==> src/rtl/execute_stage.sv <==
// Execute stage: D->E register, operand forwarding, ALU and a shift-add multiplier with HI/LO.
// Latency: one D->E register; stallE holds it, flushE bubbles it, hilo_stall asks for a hold while HI/LO is pending.
module execute_stage #(
  parameter int WIDTH   = 32,
  parameter int MUL_CYC = 32
) (
  input  logic             clk,
  input  logic             reset,
  input  logic             stallE,
  input  logic             flushE,
  input  logic             regwriteD,
  input  logic             memwriteD,
  input  logic             regdstD,
  input  logic             jumpD,
  input  logic             multstartD,
  input  logic             multsgnD,
  input  logic [3:0]       wbsrcD,
  input  logic [2:0]       alucontrolD,
  input  logic [1:0]       alusrcD,
  input  logic [WIDTH-1:0] rd1D,
  input  logic [WIDTH-1:0] rd2D,
  input  logic [WIDTH-1:0] signimmD,
  input  logic [WIDTH-1:0] unsignimmD,
  input  logic [WIDTH-1:0] pcplus4D,
  input  logic [4:0]       rsD,
  input  logic [4:0]       rtD,
  input  logic [4:0]       reD,
  input  logic [1:0]       forwardAE,
  input  logic [1:0]       forwardBE,
  input  logic [WIDTH-1:0] resultW,
  input  logic [WIDTH-1:0] aluoutM,
  output logic             regwriteE,
  output logic             memwriteE,
  output logic [3:0]       wbsrcE,
  output logic [4:0]       rsE,
  output logic [4:0]       rtE,
  output logic [4:0]       writeregE,
  output logic [WIDTH-1:0] aluoutE,
  output logic [WIDTH-1:0] writedataE,
  output logic [WIDTH-1:0] hi,
  output logic [WIDTH-1:0] lo,
  output logic             mult_busy,
  output logic             hilo_stall
);

  localparam int CW = (MUL_CYC > 1) ? $clog2(MUL_CYC) : 1;
  localparam logic [3:0] WB_MFLO = 4'b1101;
  localparam logic [3:0] WB_MFHI = 4'b1011;
  localparam logic [3:0] WB_JAL  = 4'b0000;

  typedef struct packed {
    logic             regwrite;
    logic             memwrite;
    logic             regdst;
    logic             jump;
    logic             multstart;
    logic             multsgn;
    logic [3:0]       wbsrc;
    logic [2:0]       alucontrol;
    logic [1:0]       alusrc;
    logic [WIDTH-1:0] rd1;
    logic [WIDTH-1:0] rd2;
    logic [WIDTH-1:0] signimm;
    logic [WIDTH-1:0] unsignimm;
    logic [WIDTH-1:0] pcplus4;
    logic [4:0]       rs;
    logic [4:0]       rt;
    logic [4:0]       re;
  } deReg_t;

  typedef enum logic {IDLE, RUN} mulState_t;

  deReg_t dIn, e;

  always_comb begin
    dIn            = '0;
    dIn.regwrite   = regwriteD;
    dIn.memwrite   = memwriteD;
    dIn.regdst     = regdstD;
    dIn.jump       = jumpD;
    dIn.multstart  = multstartD;
    dIn.multsgn    = multsgnD;
    dIn.wbsrc      = wbsrcD;
    dIn.alucontrol = alucontrolD;
    dIn.alusrc     = alusrcD;
    dIn.rd1        = rd1D;
    dIn.rd2        = rd2D;
    dIn.signimm    = signimmD;
    dIn.unsignimm  = unsignimmD;
    dIn.pcplus4    = pcplus4D;
    dIn.rs         = rsD;
    dIn.rt         = rtD;
    dIn.re         = reD;
  end

  // flushE wins over stallE so a stalled bubble really becomes a nop.
  always_ff @(posedge clk or posedge reset) begin
    if (reset)        e <= '0;
    else if (flushE)  e <= '0;
    else if (!stallE) e <= dIn;
  end

  logic [WIDTH-1:0] srcA, srcB, fwdB, aluRes;

  always_comb begin
    case (forwardAE)
      2'b01:   srcA = resultW;
      2'b10:   srcA = aluoutM;
      default: srcA = e.rd1;
    endcase
    case (forwardBE)
      2'b01:   fwdB = resultW;
      2'b10:   fwdB = aluoutM;
      default: fwdB = e.rd2;
    endcase
    case (e.alusrc)
      2'b01:   srcB = e.signimm;
      2'b10:   srcB = e.unsignimm;
      default: srcB = fwdB;
    endcase
  end

  always_comb begin
    case (e.alucontrol)
      3'b000:  aluRes = srcA & srcB;
      3'b001:  aluRes = srcA | srcB;
      3'b010:  aluRes = srcA + srcB;
      3'b011:  aluRes = srcA ^ srcB;
      3'b100:  aluRes = ~(srcA ^ srcB);
      3'b101:  aluRes = srcA - srcB;
      3'b110:  aluRes = {{(WIDTH-1){1'b0}}, ($signed(srcA) < $signed(srcB))};
      default: aluRes = srcB << 16;
    endcase
  end

  mulState_t          mulState;
  logic [CW-1:0]      cnt;
  logic [2*WIDTH-1:0] acc, mcand, stepSum, product;
  logic [WIDTH-1:0]   mplier, magA, magB, hiReg, loReg, hiView, loView;
  logic               negRes, busyReg, lastStep;

  always_comb begin
    magA     = (e.multsgn && srcA[WIDTH-1]) ? -srcA : srcA;
    magB     = (e.multsgn && srcB[WIDTH-1]) ? -srcB : srcB;
    stepSum  = acc + (mplier[0] ? mcand : '0);
    product  = negRes ? -stepSum : stepSum;
    lastStep = (mulState == RUN) && (cnt == CW'(MUL_CYC - 1));
    // The finishing product is bypassed so the final busy cycle already sees it.
    hiView   = lastStep ? product[2*WIDTH-1:WIDTH] : hiReg;
    loView   = lastStep ? product[WIDTH-1:0]       : loReg;
  end

  always_ff @(posedge clk or posedge reset) begin
    if (reset) begin
      mulState <= IDLE;
      busyReg  <= 1'b0;
      cnt      <= '0;
      acc      <= '0;
      mcand    <= '0;
      mplier   <= '0;
      negRes   <= 1'b0;
      hiReg    <= '0;
      loReg    <= '0;
    end else begin
      case (mulState)
        IDLE: if (e.multstart && !busyReg && !stallE) begin
          mcand    <= {{WIDTH{1'b0}}, magA};
          mplier   <= magB;
          acc      <= '0;
          negRes   <= e.multsgn & (srcA[WIDTH-1] ^ srcB[WIDTH-1]);
          cnt      <= '0;
          busyReg  <= 1'b1;
          mulState <= RUN;
        end
        RUN: begin
          acc    <= stepSum;
          mcand  <= mcand << 1;
          mplier <= mplier >> 1;
          cnt    <= cnt + 1'b1;
          if (lastStep) begin
            {hiReg, loReg} <= product;
            busyReg        <= 1'b0;
            mulState       <= IDLE;
          end
        end
        default: mulState <= IDLE;
      endcase
    end
  end

  always_comb begin
    case (e.wbsrc)
      WB_MFLO: aluoutE = loView;
      WB_MFHI: aluoutE = hiView;
      WB_JAL:  aluoutE = e.pcplus4;
      default: aluoutE = aluRes;
    endcase
  end

  assign regwriteE  = e.regwrite;
  assign memwriteE  = e.memwrite;
  assign wbsrcE     = e.wbsrc;
  assign rsE        = e.rs;
  assign rtE        = e.rt;
  assign writeregE  = e.jump ? 5'd31 : (e.regdst ? e.re : e.rt);
  assign writedataE = fwdB;
  assign hi         = hiReg;
  assign lo         = loReg;
  assign mult_busy  = busyReg;
  assign hilo_stall = busyReg & ((e.wbsrc == WB_MFLO) | (e.wbsrc == WB_MFHI) | e.multstart);

endmodule

==> config.mk <==
export PLATFORM = sky130hd
export DESIGN_NAME = execute_stage
export DESIGN_NICKNAME = d
export VERILOG_FILES = /design/src/rtl/execute_stage.sv
export SDC_FILE = /design/constraint.sdc
export NUM_CORES = 2
export LEC_CHECK = 0
export CAP_MARGIN = 20
export CORE_MARGIN = 3
export CORE_UTILIZATION = 62
export CTS_CLUSTER_DIAMETER = 80
export DETAILED_ROUTE_END_ITERATION = 6
export PLACE_DENSITY = 0.9
export SYNTH_ARGS = -nofsm -noshare
export SYNTH_HDL_FRONTEND = slang
export SYNTH_SLANG_ARGS = --single-unit
==> constraint.sdc <==
create_clock -name clk -period 38.5 [get_ports clk]
set_clock_uncertainty 0.2 [all_clocks]
set_input_delay 9.625 -clock clk [delete_from_list [all_inputs] [get_ports clk]]
set_output_delay 9.625 -clock clk [all_outputs]
set_load 0.02 [all_outputs]
Word level (Yosys, flattened, before mapping)
Index checks and enable logic that the tools add are counted.

storage, ports and cells
  register bits after elaboration = 422
  input bits = 262
  output and inout bits = 151
  logic and storage cells = 102

cells by class
  add/subtract/negate cells = 7
  order comparisons = 1
  equal/unequal tests = 18
  multiplexer cells = 29
  bitwise logic cells = 10
  reductions and logical operators = 11

operators with widths
  kind                count
  $mux 190            2
  $mux 64             4
  $pmux 32 s2         4
  $pmux 64 s2         2
  $pmux 32 s7         1
  $mux 32             5
  $pmux 32 s3         1
  $add 64x64->64      1
  $neg 32->32         2
  $neg 64->64         1
  $add 32x32->32      1
  $and 32x32->32      1
  $lt 32x32->1        1
  $not 32->32         1
  $or 32x32->32       1
  $sub 32x32->32      1
  $xor 32x32->32      1
  $mux 5              3
  $pmux 5 s2          1
  $eq 3x3->1 const B  3
  $eq 4x4->1 const B  2
  $eq 2x1->1 const B  3
  $eq 2x2->1 const B  3
  $eq 3x2->1 const B  2
  other kinds (16)    29

Depth between registers and ports, before layout
  word-level depth = 7
  depth in mapped cells = 24
  depth with buffers taken out = 21

Worst setup path before layout
Ideal clock, no wire load.

  kind = in2out
  start point = in forwardBE[0]
  end point = out aluoutE[24]
  arrival time = 14236 ps
  slack = 14439 ps
  stages = 23
  buffers on the path = 3
  path through = inv_1 -> ha_1 -> clkbuf_1 -> buf_1 -> a22oi_1 -> o21ai_0 -> nand2_1 -> o21ai_0 -> inv_1 -> ha_1 -> clkbuf_1 -> inv_1 -> a21oi_1 -> a21oi_1 -> o31a_1 -> o32ai_1 -> a21oi_1 -> a211oi_1 -> or4_1 -> nand3_1 -> o221a_2 -> a2111oi_0 -> o21ai_0

between the ends
  elaborated cells between the ends (all ways) = 12

RTL lines
  element                                           line      source
  start, declared                                   29        input logic [1:0] forwardBE,
  $eq 2x2->1 or $eq 2x1->1 (tied branches)          111       case (forwardBE)
  $pmux 32 s2 *                                     111
  net writedataE[17]                                39        output logic [WIDTH-1:0] writedataE,
  $pmux 32 s2 *                                     116       case (e.alusrc)
  $sub 32x32->32 or $add 32x32->32 (tied branches)  130, 127
  $pmux 32 s7 *                                     124       case (e.alucontrol)
  $pmux 32 s3 *                                     192       case (e.wbsrc)
  end, declared                                     38        output logic [WIDTH-1:0] aluoutE,

The timed path passes the listed nets; every way through them passes the cells marked *.

Final worst setup path
  start point = in forwardBE[0]
  end point = out aluoutE[19]

between the ends
  word-level cells in the longest chain between the ends = 7
  elaborated cells between the ends (all ways) = 12

ends and longest elaborated chain
  element                                                 line
  $eq 2x2->1 or $eq 2x1->1 (tied branches)                111
  $pmux 32 s2 *                                           111
  $pmux 32 s2 *                                           116
  branches (longest 2 deep; another with $sub 32x32->32)  -
  $pmux 32 s7 *                                           124
  $pmux 32 s3 *                                           192

Mark *: on every way between the ends.

==> summary.txt <==
Number of flops mapped to enable cells by yosys = 0
Overall Power = 2074 uW
Tmin final = 26660 ps
Worst R2R Start = mplier[0]$_DFFE_PP0P_
Yosys cell types = 101
Max IR drop VDD = 0.00005344 V
Die Ht = 237.7 um
Routed wire length = 133.9 mm
Max Cap Violations = 0
Max Fanout on Critical Path = 50
Largest net degree at the start of global routing = 156
Final Worst Setup Slack = 11840 ps
Vias in the first global route = 33260
CTS H-Tree Depth = 2
Area of the die = 56500 um^2
Die width = 237.7 um
Fin crit share = 69.24%
Synth warn = 0
FF+latch count, synth = 422
Finish-stage setup viols = 0
Failing checks = design-rule violations
# rows = 84
Routed vias/inst = 6.880
Layout cell share with drive strength beyond 1 = 4.863%
Hold Vio Cnt, Final = 0
Fillers = 3880
Met1 Use GR = 58.74%
RR Endpoint = hi[30]$_DFFE_PP0P_
Mapped Cells = 4173
Grt ovf = 0
Setup bufs post-CTS = 0
Reg2Reg Depth = 16
CTS Hold Bufs = 0
Top_reg_cell synth = dfrtp_1
Setup crit end = aluoutE[19]
Post-Syn Nets = 4608
Flop2flop setup slack = 31510 ps
Antenna violations before repair = 10
Max transition margin = 16.06%
Setup_tns = 0 ps
Busiest grt layer = met2
Syn Area/Cell = 7.977 um^2
Post-synth ARST share = 100.0%
Port Buffers = 412
Share of the yosys chip area belonging to registers = 31.72%
Initial DRC count = 4756
Worst EP arrival = 16830 ps
Synth-to-Final Area Change = 17.67%
Drt first pass iters = 7
Status = finished with violations
Post-DRT Antenna Nets = 0
Avg WL per Cell = 26.16 um
Met3 Use GR = 9.734%
Power Density = 52.94 nW/um^2
Worst slew pin tran = 1259 ps
Post-cts repair resize count = 0
Clock tree buffer depth = 3
Worst EP required = 28670 ps
Area of the mapped netlist = 33290 um^2
M2 GR Usage = 70.33%
CTS buffer count = 47
Starting Density = 62.97%
# clock sinks = 422
Pre-CTS WS = 12060 ps
Fmax = 37.51 MHz
Nets = 4822
First-pass GRT wire length = 200.8 mm
Crit path launch = forwardBE[0]
Crit path capture type = primary output
RSZ-0062 raised after global routing = no
Core area = 52870 um^2
Clk Latency, worst-skew pair = 610 ps
CP Launch Type = primary input
Hold Crit Class = reg2reg
GRT Util Overall = 45.80%
I/O Pins = 413
TritonCTS clock tree = built
CP Class = in2out
Clock slew at reported path FFs = 60 ps
Placer congestion estimate = 1.088
# DRC = 4
Final Slew Violations = 0
Via Count = 35210
Final HPWL from detailed placement = 99.84 mm
Clock root buffer = clkbuf_16
Leakage = 0.01696 uW
layout by cell type (no fill, tap or decap), drive strengths merged, types with 21 or more instances in the layout:
cell             n
or3             21
a31oi           25
a221oi          39
clkdlybuf4s50  410
xor2            51
mux2i          218
a21oi          309
and2            85
clkbuf          67
ha             170
a21o            66
o211ai          45
a211o           23
xnor2          112
nand3           47
o21ai          464
nor3            57
nor2           433
or2             22
o22ai           43
inv            143
nand2          512
nand4           46
dfrtp          422
o31ai           31
a211oi          42
buf             58
nor2b           28
o21a            22
a22oi           90
cells by family after synthesis:
kind of cell,count (synthesis),synth area share [%]
compound gates,1384,26.53
simple gates,1362,18.70
buf+inv,446,5.304
flops,422,31.72
mux,223,6.758
fa+ha+maj,173,6.570
xor+xnor,163,4.413
synth_stat cells, types with 46 or more instances:
cell type  count  area (um^2)
nor3_1        57        285.3
dfrtp_1      422        10560
nand2_1      512         1922
a21oi_1      301         1506
nor2_1       433         1625
clkbuf_1     233        874.6
o21ai_0      420         2102
and2_1        85        531.8
ha_1         170         2127
a22oi_1       90        675.7
inv_1        141        529.3
nand3_1       46        230.2
mux2i_1      218         2182
xnor2_1      109        954.7
a21o_1        66        495.5
xor2_1        50        437.9
worst min-delay path by stage:
stage	cells past startpoint	startpoint	slack (ps)	to
final	2	mplier[28]$_DFFE_PP0P_	290	mplier[27]$_DFFE_PP0P_
after global placement	2	mplier[17]$_DFFE_PP0P_	250	mplier[16]$_DFFE_PP0P_
after CTS	2	mplier[1]$_DFFE_PP0P_	280	mplier[0]$_DFFE_PP0P_
after floorplan	2	mplier[26]$_DFFE_PP0P_	250	mplier[25]$_DFFE_PP0P_
after detailed placement	2	mplier[18]$_DFFE_PP0P_	270	mplier[17]$_DFFE_PP0P_
after global routing	2	mplier[11]$_DFFE_PP0P_	320	mplier[10]$_DFFE_PP0P_
where the power goes:
group / internal, uW / total (uW) / switching [uW]
logic: 340 / 969 / 629
registers: 543 / 629 / 86.2
clock network: 281 / 476 / 194
per-layer routing:
layer  vias to the layer above  wire length (um)
li1                      15450                 -
met1                     16670             49530
met2                      2536             58570
met3                       554             15270
met4                         2             10490
met5                         -                13
critical path, stage by stage:
cell and delay (ps):
clkdlybuf4s50_1 480, inv_1 50, ha_1 280, buf_4 270, inv_1 480, nor2_1 140
a21o_1 200, a21oi_1 650, inv_1 160, ha_1 450, nor2b_1 90, or4_1 400
o211a_1 150, a221oi_1 680, o41ai_1 280, a2111oi_0 510, a2111oi_0 170, nor2_1 170
o31ai_1 100, xnor2_1 140, o21ai_0 470, o2111ai_1 250, clkdlybuf4s50_1 600
area by class of cell:
type	instances	area, um^2	area share, %
Inverter	143	544.3	1.390
Sequential cell	422	10570	26.98
Clock buffer	67	1374	3.507
Antenna cell	9	22.52	0.05750
Clock inverter	16	221.5	0.5654
Multi-Input combinational cell	3305	21000	53.61
Tap cell	688	860.8	2.198
Timing Repair Buffer	468	4579	11.69
metrics by stage:
stage | cells | instance area, um^2 | utilization [%] | hold slack, ps
2_1_floorplan | 4173 | 33290 | - | 245.5
4_1_cts | 5109 | 39150 | 74.05 | 284.3
6_report | 5118 | 39170 | 74.09 | 285.4
3_5_place_dp | 5026 | 37550 | 71.03 | 268.3
3_3_place_gp | 5025 | 37540 | 71.01 | 254.7
5_1_grt | 5117 | 39170 | 74.09 | 320.6
state kept, by name, indices dropped and copies added, names as in the netlist:
register / flops
mplier: 32
wbsrcE: 4
acc: 64
mulState: 1
rsE: 5
e: 174
rtE: 5
mcand: 64
regwriteE: 1
hi: 32
negRes: 1
lo: 32
mult_busy: 1
cnt: 5
memwriteE: 1
Note: power is estimated with default switching activity, not from simulation.
